[src/rtl/bm_prod_accum_if.sv]
`default_nettype none
// +--------------------------------------------------------------------------+
// | bm_prod_accum_if                                                         |
// | Product input stream and window-sum output stream of bm_prod_accum.      |
// | Rev 1.0                                                                  |
// +--------------------------------------------------------------------------+
interface bm_prod_accum_if #(
  parameter int IN_W  = 18,
  parameter int ACC_W = 24,
  parameter int CNT_W = 8
) ();
  logic [IN_W-1:0]  in_data;
  logic             in_valid;
  logic             in_ready;
  logic [CNT_W-1:0] len;
  logic [ACC_W-1:0] acc_out;
  logic             acc_valid;
  logic             acc_ready;
  logic             ovf;

  modport master (
    output in_data, in_valid, len, acc_ready,
    input  in_ready, acc_out, acc_valid, ovf
  );

  modport slave (
    input  in_data, in_valid, len, acc_ready,
    output in_ready, acc_out, acc_valid, ovf
  );
endinterface
`default_nettype wire

[src/rtl/bm_prod_accum.sv]
`default_nettype none
// +--------------------------------------------------------------------------+
// | bm_prod_accum                                                            |
// | Sums a programmable-length window of product beats and presents the     |
// | sum on a one-entry valid/ready output register.                          |
// | Optional macro BM_PROD_ACCUM_SATURATE_EN: clamp on overflow, else wrap.  |
// | Rev 1.0                                                                  |
// +--------------------------------------------------------------------------+
module bm_prod_accum #(
  parameter int IN_W  = 18,
  parameter int ACC_W = 24,
  parameter int CNT_W = 8
) (
  input wire           clock,
  input wire           reset,
  bm_prod_accum_if.slave bus
);
  localparam int SUM_W = ACC_W + 1;

  typedef enum logic [1:0] {
    IDLE  = 2'd0,
    ACCUM = 2'd1,
    FULL  = 2'd2
  } state_t;

  state_t           state_q, state_d;
  logic [ACC_W-1:0] acc_q, acc_d;
  logic [ACC_W-1:0] acc_out_q, acc_out_d;
  logic [CNT_W-1:0] cnt_q, cnt_d;
  logic [CNT_W-1:0] len_q, len_d;
  logic             ovf_q, ovf_d;
  logic             in_ready_q, in_ready_d;
  logic             acc_valid_q, acc_valid_d;

  logic             w_in_xfer;
  logic             w_out_xfer;
  logic [SUM_W-1:0] w_sum;
  logic             w_carry;
  logic [CNT_W-1:0] w_cnt_inc;
  logic [CNT_W-1:0] w_len_eff;

  assign w_in_xfer  = bus.in_valid & in_ready_q;
  assign w_out_xfer = acc_valid_q & bus.acc_ready;
  assign w_sum      = SUM_W'(acc_q) + SUM_W'(bus.in_data);
  assign w_carry    = w_sum[ACC_W];
  assign w_cnt_inc  = cnt_q + CNT_W'(1);
  // A zero length would never terminate the window, so it means one beat.
  assign w_len_eff  = (bus.len == '0) ? CNT_W'(1) : bus.len;

  always_comb begin
    state_d   = state_q;
    acc_d     = acc_q;
    acc_out_d = acc_out_q;
    cnt_d     = cnt_q;
    len_d     = len_q;
    ovf_d     = ovf_q;

    unique case (state_q)
      IDLE: begin
        if (w_in_xfer) begin
          acc_d = ACC_W'(bus.in_data);
          cnt_d = CNT_W'(1);
          ovf_d = 1'b0;
          len_d = w_len_eff;
          if (w_len_eff == CNT_W'(1)) begin
            acc_out_d = ACC_W'(bus.in_data);
            state_d   = FULL;
          end else begin
            state_d = ACCUM;
          end
        end
      end
      ACCUM: begin
        if (w_in_xfer) begin
`ifdef BM_PROD_ACCUM_SATURATE_EN
          acc_d = (w_carry | ovf_q) ? {ACC_W{1'b1}} : w_sum[ACC_W-1:0];
`else
          acc_d = w_sum[ACC_W-1:0];
`endif
          cnt_d = w_cnt_inc;
          ovf_d = ovf_q | w_carry;
          if (w_cnt_inc == len_q) begin
            acc_out_d = acc_d;
            state_d   = FULL;
          end
        end
      end
      FULL: begin
        // No bypass: the next window's first beat waits one cycle after the drain.
        if (w_out_xfer) begin
          state_d = IDLE;
        end
      end
      default: begin
        state_d = IDLE;
      end
    endcase

    in_ready_d  = (state_d != FULL);
    acc_valid_d = (state_d == FULL);
  end

  always_ff @(posedge clock) begin
    if (reset) begin
      state_q     <= IDLE;
      acc_q       <= '0;
      acc_out_q   <= '0;
      cnt_q       <= '0;
      len_q       <= '0;
      ovf_q       <= 1'b0;
      in_ready_q  <= 1'b1;
      acc_valid_q <= 1'b0;
    end else begin
      state_q     <= state_d;
      acc_q       <= acc_d;
      acc_out_q   <= acc_out_d;
      cnt_q       <= cnt_d;
      len_q       <= len_d;
      ovf_q       <= ovf_d;
      in_ready_q  <= in_ready_d;
      acc_valid_q <= acc_valid_d;
    end
  end

  assign bus.in_ready  = in_ready_q;
  assign bus.acc_valid = acc_valid_q;
  assign bus.acc_out   = acc_out_q;
  assign bus.ovf       = ovf_q;
endmodule
`default_nettype wire

[src/flat_wrapper.sv]
// flat-port wrapper written by rule: the top's interface ports become plain ports
module bm_prod_accum_flat 
#(
  parameter int IN_W  = 18,
  parameter int ACC_W = 24,
  parameter int CNT_W = 8
)
  (clock, reset, bus_in_data, bus_in_valid, bus_len, bus_acc_ready, bus_in_ready, bus_acc_out, bus_acc_valid, bus_ovf);
  bm_prod_accum_if #(.IN_W(IN_W), .ACC_W(ACC_W), .CNT_W(CNT_W)) bus_i ();
  input wire clock;
  input wire reset;
  input wire logic [$bits(bus_i.in_data)-1:0] bus_in_data;
  input wire logic [$bits(bus_i.in_valid)-1:0] bus_in_valid;
  input wire logic [$bits(bus_i.len)-1:0] bus_len;
  input wire logic [$bits(bus_i.acc_ready)-1:0] bus_acc_ready;
  output wire logic [$bits(bus_i.in_ready)-1:0] bus_in_ready;
  output wire logic [$bits(bus_i.acc_out)-1:0] bus_acc_out;
  output wire logic [$bits(bus_i.acc_valid)-1:0] bus_acc_valid;
  output wire logic [$bits(bus_i.ovf)-1:0] bus_ovf;
  assign bus_i.in_data = bus_in_data;
  assign bus_i.in_valid = bus_in_valid;
  assign bus_i.len = bus_len;
  assign bus_i.acc_ready = bus_acc_ready;
  assign bus_in_ready = bus_i.in_ready;
  assign bus_acc_out = bus_i.acc_out;
  assign bus_acc_valid = bus_i.acc_valid;
  assign bus_ovf = bus_i.ovf;
  bm_prod_accum #(.IN_W(IN_W), .ACC_W(ACC_W), .CNT_W(CNT_W)) u_core (.clock(clock), .reset(reset), .bus(bus_i));
endmodule
[config.mk]
export PLATFORM = sky130hd
export DESIGN_NAME = bm_prod_accum_flat
export DESIGN_NICKNAME = d
export VERILOG_FILES = /design/src/rtl/bm_prod_accum_if.sv /design/src/rtl/bm_prod_accum.sv /design/src/flat_wrapper.sv
export SDC_FILE = /design/constraint.sdc
export NUM_CORES = 1
export LEC_CHECK = 0
export BUFFER_PORTS_ARGS = -buffer_cell sky130_fd_sc_hd__buf_2
export CORE_MARGIN = 2
export CORE_UTILIZATION = 45
export CTS_CLUSTER_SIZE = 20
export DETAILED_ROUTE_END_ITERATION = 10
export PLACE_DENSITY = 0.62
export RECOVER_POWER = 100
export SYNTH_ARGS = -nofsm -noshare
export SYNTH_HDL_FRONTEND = slang
export SYNTH_SLANG_ARGS = --single-unit
[constraint.sdc]
create_clock -name clock -period 5 [get_ports clock]
set_input_delay 1.5 -clock clock [delete_from_list [all_inputs] [get_ports clock]]
set_output_delay 1.5 -clock clock [all_outputs]
set_load 0.02 [all_outputs]
Yosys cells after proc, flatten, opt, wreduce, memory -nomap -nowiden --
Index checks and enable logic that the tools add are counted.
Storage, ports and cells: ROM bits 0, bits in latches 0, memories kept 0, input port bits 30, logic and storage cells 50, RAM bits 0, register bits after elaboration 69
Cells by class: shift operators 0, add/sub/neg operators 2, $lt $le $gt $ge 0, bitwise operators 3, $mul 0, div/mod/pow operators 0, mux-type cells 21, equal/unequal tests 10, reduce and logical (&&, ||, !) cells 6
Operator list (count):
- two-way mux 24 bit | 6
- case mux 24 bit (2 select lines) | 2
- adder 24 x 18 -> 25 bit | 1
- two-way mux 8 bit | 3
- case mux 8 bit (2 select lines) | 1
- two-way mux 2 bit | 5
- adder 8 x 1 -> 8 bit (second input constant) | 1
- equality test 8 x 1 -> 1 bit (second input constant) | 1
- equality test 8 bit | 1
- logical NOT 8 bit | 1
- inequality test 2 x 1 -> 1 bit (second input constant) | 4
- case mux 2 bit (3 select lines) | 1
- AND reduction 5 bit | 1
- equality test 2 bit (second input constant) | 2
- AND reduction 3 bit | 1
- AND 1 bit | 2
- equality test 2 x 1 -> 1 bit (second input constant) | 1
- logical NOT 2 bit | 1
- two-way mux 1 bit | 2
- inequality test 2 bit (second input constant) | 1
- case mux 1 bit (2 select lines) | 1
- AND reduction 2 bit | 1
- nonzero test 2 bit | 1
- OR 1 bit | 1

Logic depth before layout (Yosys ltp) --
Gate-level depths: netlist of the first run.
depth in word-level cells 7, depth in mapped cells 9, gate-level depth less buffers 9

Least setup slack after synthesis of the first run --
OpenSTA, ideal clock, no wires.
kind in2reg, start point input port bus_in_data[0], end point register u_core.acc_out_q[20], in the netlist u_core.bus.acc_out[20], slack 1.200 ns, required time 4.883 ns, arrival time 3.682 ns, stages 9, library setup time 0.117 ns, cells stage by stage ha_1 -> fa_1 -> a21oi_1 -> o21ai_0 -> a2111oi_0 -> a211oi_1 -> o2111ai_1 -> xnor2_1 -> a32o_1
Between the ends: longest elaborated chain between the ends 4
Ends and longest elaborated chain:
- start, declared | line flat_wrapper.sv:12 | input wire logic [$bits(bus_i.in_data)-1:0] bus_in_data;
- adder 24 x 18 -> 25 bit | line bm_prod_accum.sv:44 | assign w_sum = SUM_W'(acc_q) + SUM_W'(bus.in_data);
- two-way mux 24 bit | line bm_prod_accum.sv:82 | if (w_cnt_inc == len_q) begin
- two-way mux 24 bit | line bm_prod_accum.sv:74 | if (w_in_xfer) begin
- case mux 24 bit (2 select lines) | line bm_prod_accum.sv:58 | unique case (state_q)
- end signal, assigned | line bm_prod_accum.sv:116 | acc_out_q <= acc_out_d;
- end, declared | line bm_prod_accum.sv:28 | logic [ACC_W-1:0] acc_out_q, acc_out_d;
Every way passes these cells. The select of a mux whose other input is x is not followed. A chain may end at the register's enable or synchronous reset.

Final worst setup path of the first run --
start point input port bus_in_data[8], end point register u_core.acc_q[21]
Between the ends: longest elaborated chain between the ends 3
Ends and longest elaborated chain:
- adder 24 x 18 -> 25 bit | line bm_prod_accum.sv:44
- two-way mux 24 bit | line bm_prod_accum.sv:74
- case mux 24 bit (2 select lines) | line bm_prod_accum.sv:58
- end signal, assigned | line bm_prod_accum.sv:106 | acc_q <= '0;
- end signal, assigned | line bm_prod_accum.sv:115 | acc_q <= acc_d;
- end, declared | line bm_prod_accum.sv:27 | logic [ACC_W-1:0] acc_q, acc_d;
Every way passes these cells. The select of a mux whose other input is x is not followed.

==> results.yml, run 1 <==
pwr:
  ir_drop_v: 0.000157
  switchingPower_uw: 457
  power_density_mw_per_mm2: 307
  pwr-share-seq: 0.430
  p_leak_nw: 1.74
  clock_power_share: 0.337
  p_int_uw: 933
  power_mw: 1.39
  pwr-share-comb: 0.233
  power_switching_share: 0.329
sta:
  rsz0062_at_grt: "false"
  setup_violations: 0
  worst_pin_slew_ps: 1840
  tns_ps: 0
  period_share: 0.792
  min_period_ps: 3960
  fmax_ghz: 0.253
  hold_violations: 0
  max-slew-margin-rel: -0.230
  finalMaxSlewViolations: 43
  fin_skew_ps: 11.9
clock_network:
  clkSinkCount: 69
  cts_resized: 0
  cts_buffers: 9
  cts_setup_buffers: 0
  cts-root-buf: "clkbuf_8"
  clockBufferDepth: 2
  clkTransAtPathRegs_ps: 80
  htreeDepth: 3
  cts_tree: "done"
  clk_latency_ps: 350
  holdBufCountCts: 0
cells_and_area:
  drive_above_1_share: 0.104
  nets: 592
  nFillCells: 896
  diodes: 0
  syn_to_final_growth_pct: 12.8
  final_area_mm2: 0.00452
setup_path:
  startpoint_type: "input port"
  path_cells: "clkbuf_1, ha_1, nand3_1, o221ai_1, a221oi_1, o21ai_0, a21oi_1, or4_1, a31oi_1"
  max_stage_delay_ps: 530
  path_class: "in2reg"
  worstPathRequired_ps: 5280
  crit_fanout: 10
  crit_path_end_kind: "register"
  path_delay_family: "compound AO/OA/AOI/OAI gates"
  critPathArrivalTime_ps: 4240
  crit_buf_inv: 1
  crit_slowest_cell: "or4_1"
detailed_routing:
  vias_per_cell: 5.90
  ant_nets: 0
  drc_errors: 0
  first_pass_iters: 4
  num_vias: 3864
  routed_wl_mm: 10.6
  routedWlPerCell_um: 16.1
  first_iter_violations: 177
grt:
  grt_start_max_net_pins: 62
  grt_pass1_wl_mm: 17.9
  grt_pass1_vias: 3757
  grt_util_all_layers: 0.224
  antenna_found_initial: 0
  grt-ovfl-total: 0
yosys:
  synth_edf_count: 0
  syn-num-nets: 545
  async_flop_share: 0
  synthFlopType: "dfxtp_1"
  ys_types: 60
  avgSynthCellArea_um2: 8.09
  yosys_register_bits: 69
  yosysWarnings: 0
  seq_area_frac_synth: 0.345
  syn-cell-area_mm2: 0.00401
  synth_cells: 495
placement:
  placed_cell_area_mm2: 0.00438
  port_buffers: 56
  finalWeightedCongestion: 0.858
  hpwl_mm: 7.21
floorplanning:
  chipWidth_um: 98.4
  initial_core_util: 0.462
  core.rowCount: 34
  core_mm2: 0.00868
  die-area_mm2: 0.00967
  ioPinCount: 57
  die_h_um: 98.4
status:
  failed_checks: "capacitance limit, slew limit"
  status: "finished with violations"
flow_run:
  drv_cap: 1
hold_path:
  hold_class: "reg2reg"
## worst min-delay path, cell delays in order, from the launching register on
cell and delay (ps):
dfxtp_1 330, nand2_1 50, a21oi_1 50
## cell type report
cell class	count	area, um^2	share of cell area
clock inverter	7	72.6	0.0161
tap	108	135	0.0299
inverter	18	67.6	0.0149
multi-input combinational	379	2440	0.541
timing repair buffer	65	295	0.0653
sequential	69	1380	0.306
clock buffer	9	124	0.0274
## power by group through the flow
stage          Combinational (mW)  Clock, mW  Sequential (mW)
2_1_floorplan               0.241          0            0.609
3_3_place_gp                0.318          0            0.609
3_5_place_dp                0.322          0            0.610
4_1_cts                     0.324      0.479            0.597
5_1_grt                     0.363      0.499            0.601
6_report                    0.323      0.469            0.598
## placed cells by master (no fill, tap or decap), types with 4 or more instances in the layout
cell	Yosys	layout
a211oi_1	9	9
a21o_1	6	6
a21oi_1	39	39
a311oi_1	21	21
a31oi_1	7	7
and3_1	5	5
buf_2	4	26
buf_4	1	5
clkbuf_1	24	34
clkbuf_8	0	9
dfxtp_1	69	69
ha_1	19	19
inv_1	18	18
mux2i_1	4	4
nand2_1	60	60
nand3_1	11	11
nand4_1	7	7
nor2_1	34	33
nor3_1	30	30
o2111ai_1	5	5
o211ai_1	7	7
o21a_1	6	6
o21ai_0	25	26
or4_1	5	5
xnor2_1	16	16
xor2_1	12	12
## registers in the layout, summed over array words and instances, names as in the netlist
register              flops
u_core.len_q              8
u_core.bus.in_ready       1
u_core.acc_q             24
u_core.bus.ovf            1
u_core.bus.acc_out       24
u_core.bus.acc_valid      1
u_core.cnt_q              8
u_core.state_q            2
## Yosys cell counts, types with 2 or more instances
cell type / number / share of area
dfxtp_1: 69 / 0.34
nand2_1: 60 / 0.056
a21oi_1: 39 / 0.049
nor2_1: 34 / 0.032
nor3_1: 30 / 0.037
o21ai_0: 25 / 0.031
clkbuf_1: 24 / 0.022
a311oi_1: 21 / 0.046
ha_1: 19 / 0.059
inv_1: 18 / 0.017
xnor2_1: 16 / 0.035
xor2_1: 12 / 0.026
nand3_1: 11 / 0.014
a211oi_1: 9 / 0.017
a31oi_1: 7 / 0.011
nand4_1: 7 / 0.011
o211ai_1: 7 / 0.013
a21o_1: 6 / 0.011
o21a_1: 6 / 0.011
and3_1: 5 / 0.0078
o2111ai_1: 5 / 0.011
or4_1: 5 / 0.0094
buf_2: 4 / 0.0050
mux2i_1: 4 / 0.010
nor4_1: 3 / 0.0047
o31ai_1: 3 / 0.0056
or3_1: 3 / 0.0047
a2111o_1: 2 / 0.0056
a2111oi_0: 2 / 0.0044
a211o_1: 2 / 0.0044
a221oi_1: 2 / 0.0044
a32o_1: 2 / 0.0050
and2_1: 2 / 0.0031
nand2b_1: 2 / 0.0031
o21bai_1: 2 / 0.0037
o311ai_0: 2 / 0.0044
o31a_1: 2 / 0.0044
## cells by family (layout without fill, tap and decap cells)
family / after synthesis / in the layout / share of synthesized area
mux: 4 / 4 / 0.00999
buf+inv: 47 / 99 / 0.0462
compound gates: 153 / 153 / 0.262
simple gates: 174 / 174 / 0.212
xor+xnor: 28 / 28 / 0.0612
flops: 69 / 69 / 0.345
fa+ha+maj: 20 / 20 / 0.0643
## metrics by stage
stage / instances / worst slack (ps) / util / hold slack, ps
2_1_floorplan: 495 / 1200 / - / 440
3_3_place_gp: 639 / 792 / 0.504 / 453
3_5_place_dp: 639 / 777 / 0.504 / 465
4_1_cts: 655 / 1140 / 0.527 / 477
5_1_grt: 655 / 700 / 0.521 / 501
6_report: 655 / 1040 / 0.521 / 475
## worst paths after layout
check / cells past startpoint / endpoint / startpoint / slack [ps]
worst max-delay path: 9 / u_core.acc_q[21] / bus_in_data[8] / 1040
worst min register to register: 2 / u_core.acc_q[2] / u_core.acc_q[2] / 480
worst max register to register: 9 / u_core.bus.acc_out[17] / u_core.cnt_q[0] / 1920
worst min-delay path: 2 / u_core.acc_q[2] / u_core.acc_q[2] / 480
## metal layers
| layer | share of wire | GRT usage | up-vias | wire length (um) |
|---|---|---|---|---|
| met5 | 0 | 0 | - | 0 |
| met4 | 0.013 | 0.0801 | 0 | 133 |
| met3 | 0.039 | 0.0344 | 11 | 414 |
| met2 | 0.46 | 0.368 | 87 | 4860 |
| met1 | 0.49 | 0.301 | 1831 | 5170 |
| li1 | - | - | 1935 | - |
Note: power is estimated with default switching activity, not from simulation.
==> inputs of run 2 (changes only) <==
PLACE_DENSITY = 0.65   (was 0.62)
clock period = 3.6 ns   (was 5 ns; I/O delays follow)
==> run 2 against run 1 <==
The flow now finishes without violations; register-to-register slack worse by 1700 ps; power is 35% higher; critical path depth is 2 higher; non-clock buffer count is 13 higher; global-route usage hardly changed; clock skew is 4.6 ps lower; utilization is 0.68 points higher; sequential power is 39% higher; count of clock-buffer cells in the layout is 2 higher; setup slack worse by 830 ps; largest cell class unchanged.
==> results.yml, run 2 (synthesized netlist as in run 1, its figures left out) <==
sta:
  period_share: 0.940
  finalMaxSlewViolations: 0
  rsz0062_at_grt: "false"
  fin_skew_ps: 7.24
  worst_pin_slew_ps: 1010
  min_period_ps: 3380
  fmax_ghz: 0.295
  max-slew-margin-rel: 0.328
  hold_violations: 0
  whs_ps: 465
  tns_ps: 0
  worst_slack_ps: 215
  setup_violations: 0
clock_network:
  cts_tree: "done"
  cts_resized: 0
  htreeDepth: 3
  cts_buffers: 9
  clkTransAtPathRegs_ps: 80
  clk_latency_ps: 350
  clkSinkCount: 69
  clockBufferDepth: 2
  cts-root-buf: "clkbuf_8"
  holdBufCountCts: 0
  cts_setup_buffers: 0
cells_and_area:
  nets: 605
  nFillCells: 876
  drive_above_1_share: 0.118
  final_common_cell: "dfxtp_1"
  diodes: 0
  final_cell_mix: "69 x dfxtp_1, 60 x nand2_1, 39 x a21oi_1, 34 x nor2_1, 34 x clkbuf_1"
  layout.area.seq_mm2: 0.00138
  multi_input_area_mm2: 0.00243
  syn_to_final_growth_pct: 14.3
setup_path:
  cp-startpoint: "bus_in_data[0]"
  crit_fanout: 10
  worstPathRequired_ps: 3870
  startpoint_type: "input port"
  crit_buf_inv: 3
  cp.depth: 11
  reg2regPathDepth: 9
  crit_path_end_kind: "register"
  path_delay_family: "compound AO/OA/AOI/OAI gates"
  critPathArrivalTime_ps: 3650
  path_class: "in2reg"
  r2r_setup_slack_ps: 270
  cp_common_cell: "o21ai_0"
  reg2reg_from: "u_core.cnt_q[0]"
  path_cells: "buf_2, ha_1, clkbuf_4, a211oi_1, o21ai_0, a221oi_1, o21ai_0, a21oi_1, clkbuf_1, o211ai_1, a31oi_1"
  cp-endpoint: "u_core.acc_q[21]"
  crit_slowest_cell: "a221oi_1"
  r2r_end: "u_core.bus.acc_out[17]"
  max_stage_delay_ps: 420
placement:
  finalWeightedCongestion: 0.905
  hpwl_mm: 7.43
  place_ws_ps: -66.0
  port_buffers: 56
grt:
  grt_pass1_wl_mm: 17.8
  grt_util_all_layers: 0.224
  grt_pass1_vias: 3697
  grt_start_max_net_pins: 43
  antenna_found_initial: 0
  grt-ovfl-total: 0
flow_run:
  drv_cap: 0
detailed_routing:
  num_vias: 3913
  routed_wl_mm: 10.7
  vias_per_cell: 5.86
  drc_errors: 0
  first_iter_violations: 123
  routedWlPerCell_um: 16.1
  ant_nets: 0
  first_pass_iters: 4
floorplanning:
  core_mm2: 0.00868
  chipWidth_um: 98.4
  die-area_mm2: 0.00967
  die_h_um: 98.4
  core.rowCount: 34
  ioPinCount: 57
  initial_core_util: 0.462
pwr:
  ir_drop_v: 0.000215
  p_leak_nw: 1.79
  power_mw: 1.88
  power_density_mw_per_mm2: 411
hold_path:
  hold_class: "reg2reg"
status:
  status: "finished clean"
==> run 2: cell types whose count changed in the layout (fill, tap and decap cells not counted), moves of 2 or more <==
| cell | previous run | this run |
|---|---|---|
| clkbuf_4 | 0 | 2 |
| buf_4 | 5 | 14 |
| inv_6 | 2 | 0 |
| buf_2 | 26 | 28 |
==> run 2: how the worst min path moves through the flow <==
stage | start | end | slack (ps) | cells past startpoint
floorplan | u_core.acc_q[2] | u_core.acc_q[2] | 440 | 2
global placement | u_core.acc_q[2] | u_core.acc_q[2] | 450 | 2
detailed placement | u_core.acc_q[2] | u_core.acc_q[2] | 450 | 2
CTS | u_core.acc_q[2] | u_core.acc_q[2] | 460 | 2
global route | u_core.acc_q[2] | u_core.acc_q[2] | 480 | 2
finish | u_core.acc_q[2] | u_core.acc_q[2] | 460 | 2
==> run 2: stage by stage <==
step / instance area [um^2] / util / std cells
after floorplan: 4010 / - / 495
after global placement: 4470 / 0.516 / 652
after detailed placement: 4470 / 0.516 / 652
after CTS: 4650 / 0.536 / 668
after global routing: 4580 / 0.528 / 668
final: 4580 / 0.528 / 668
==> run 2: metal layers <==
| metal | track usage | routed length (um) |
|---|---|---|
| met3 | 0.0458 | 481 |
| met4 | 0.0790 | 191 |
| met2 | 0.366 | 4950 |
| met5 | 0 | 0 |
| met1 | 0.296 | 5100 |
==> run 2: power by group <==
| part | switching [mW] | internal [mW] | total [mW] |
|---|---|---|---|
| Sequential | 0.0287 | 0.801 | 0.830 |
| Combinational | 0.283 | 0.186 | 0.469 |
| Clock | 0.314 | 0.269 | 0.583 |
| Total | 0.626 | 1.26 | 1.88 |
==> run 2: layout make-up <==
type                       instances  share of cell area
multi-input combinational        379               0.530
sequential                        69               0.302
timing repair buffer              78              0.0850
clock buffer                      11              0.0309
tap                              108              0.0295
inverter                          18              0.0148
clock inverter                     5             0.00792
==> run 2: worst min-delay path: stages, from the launching register on <==
cell	delay, ps
dfxtp_1	320
nand2_1	50
a21oi_1	50
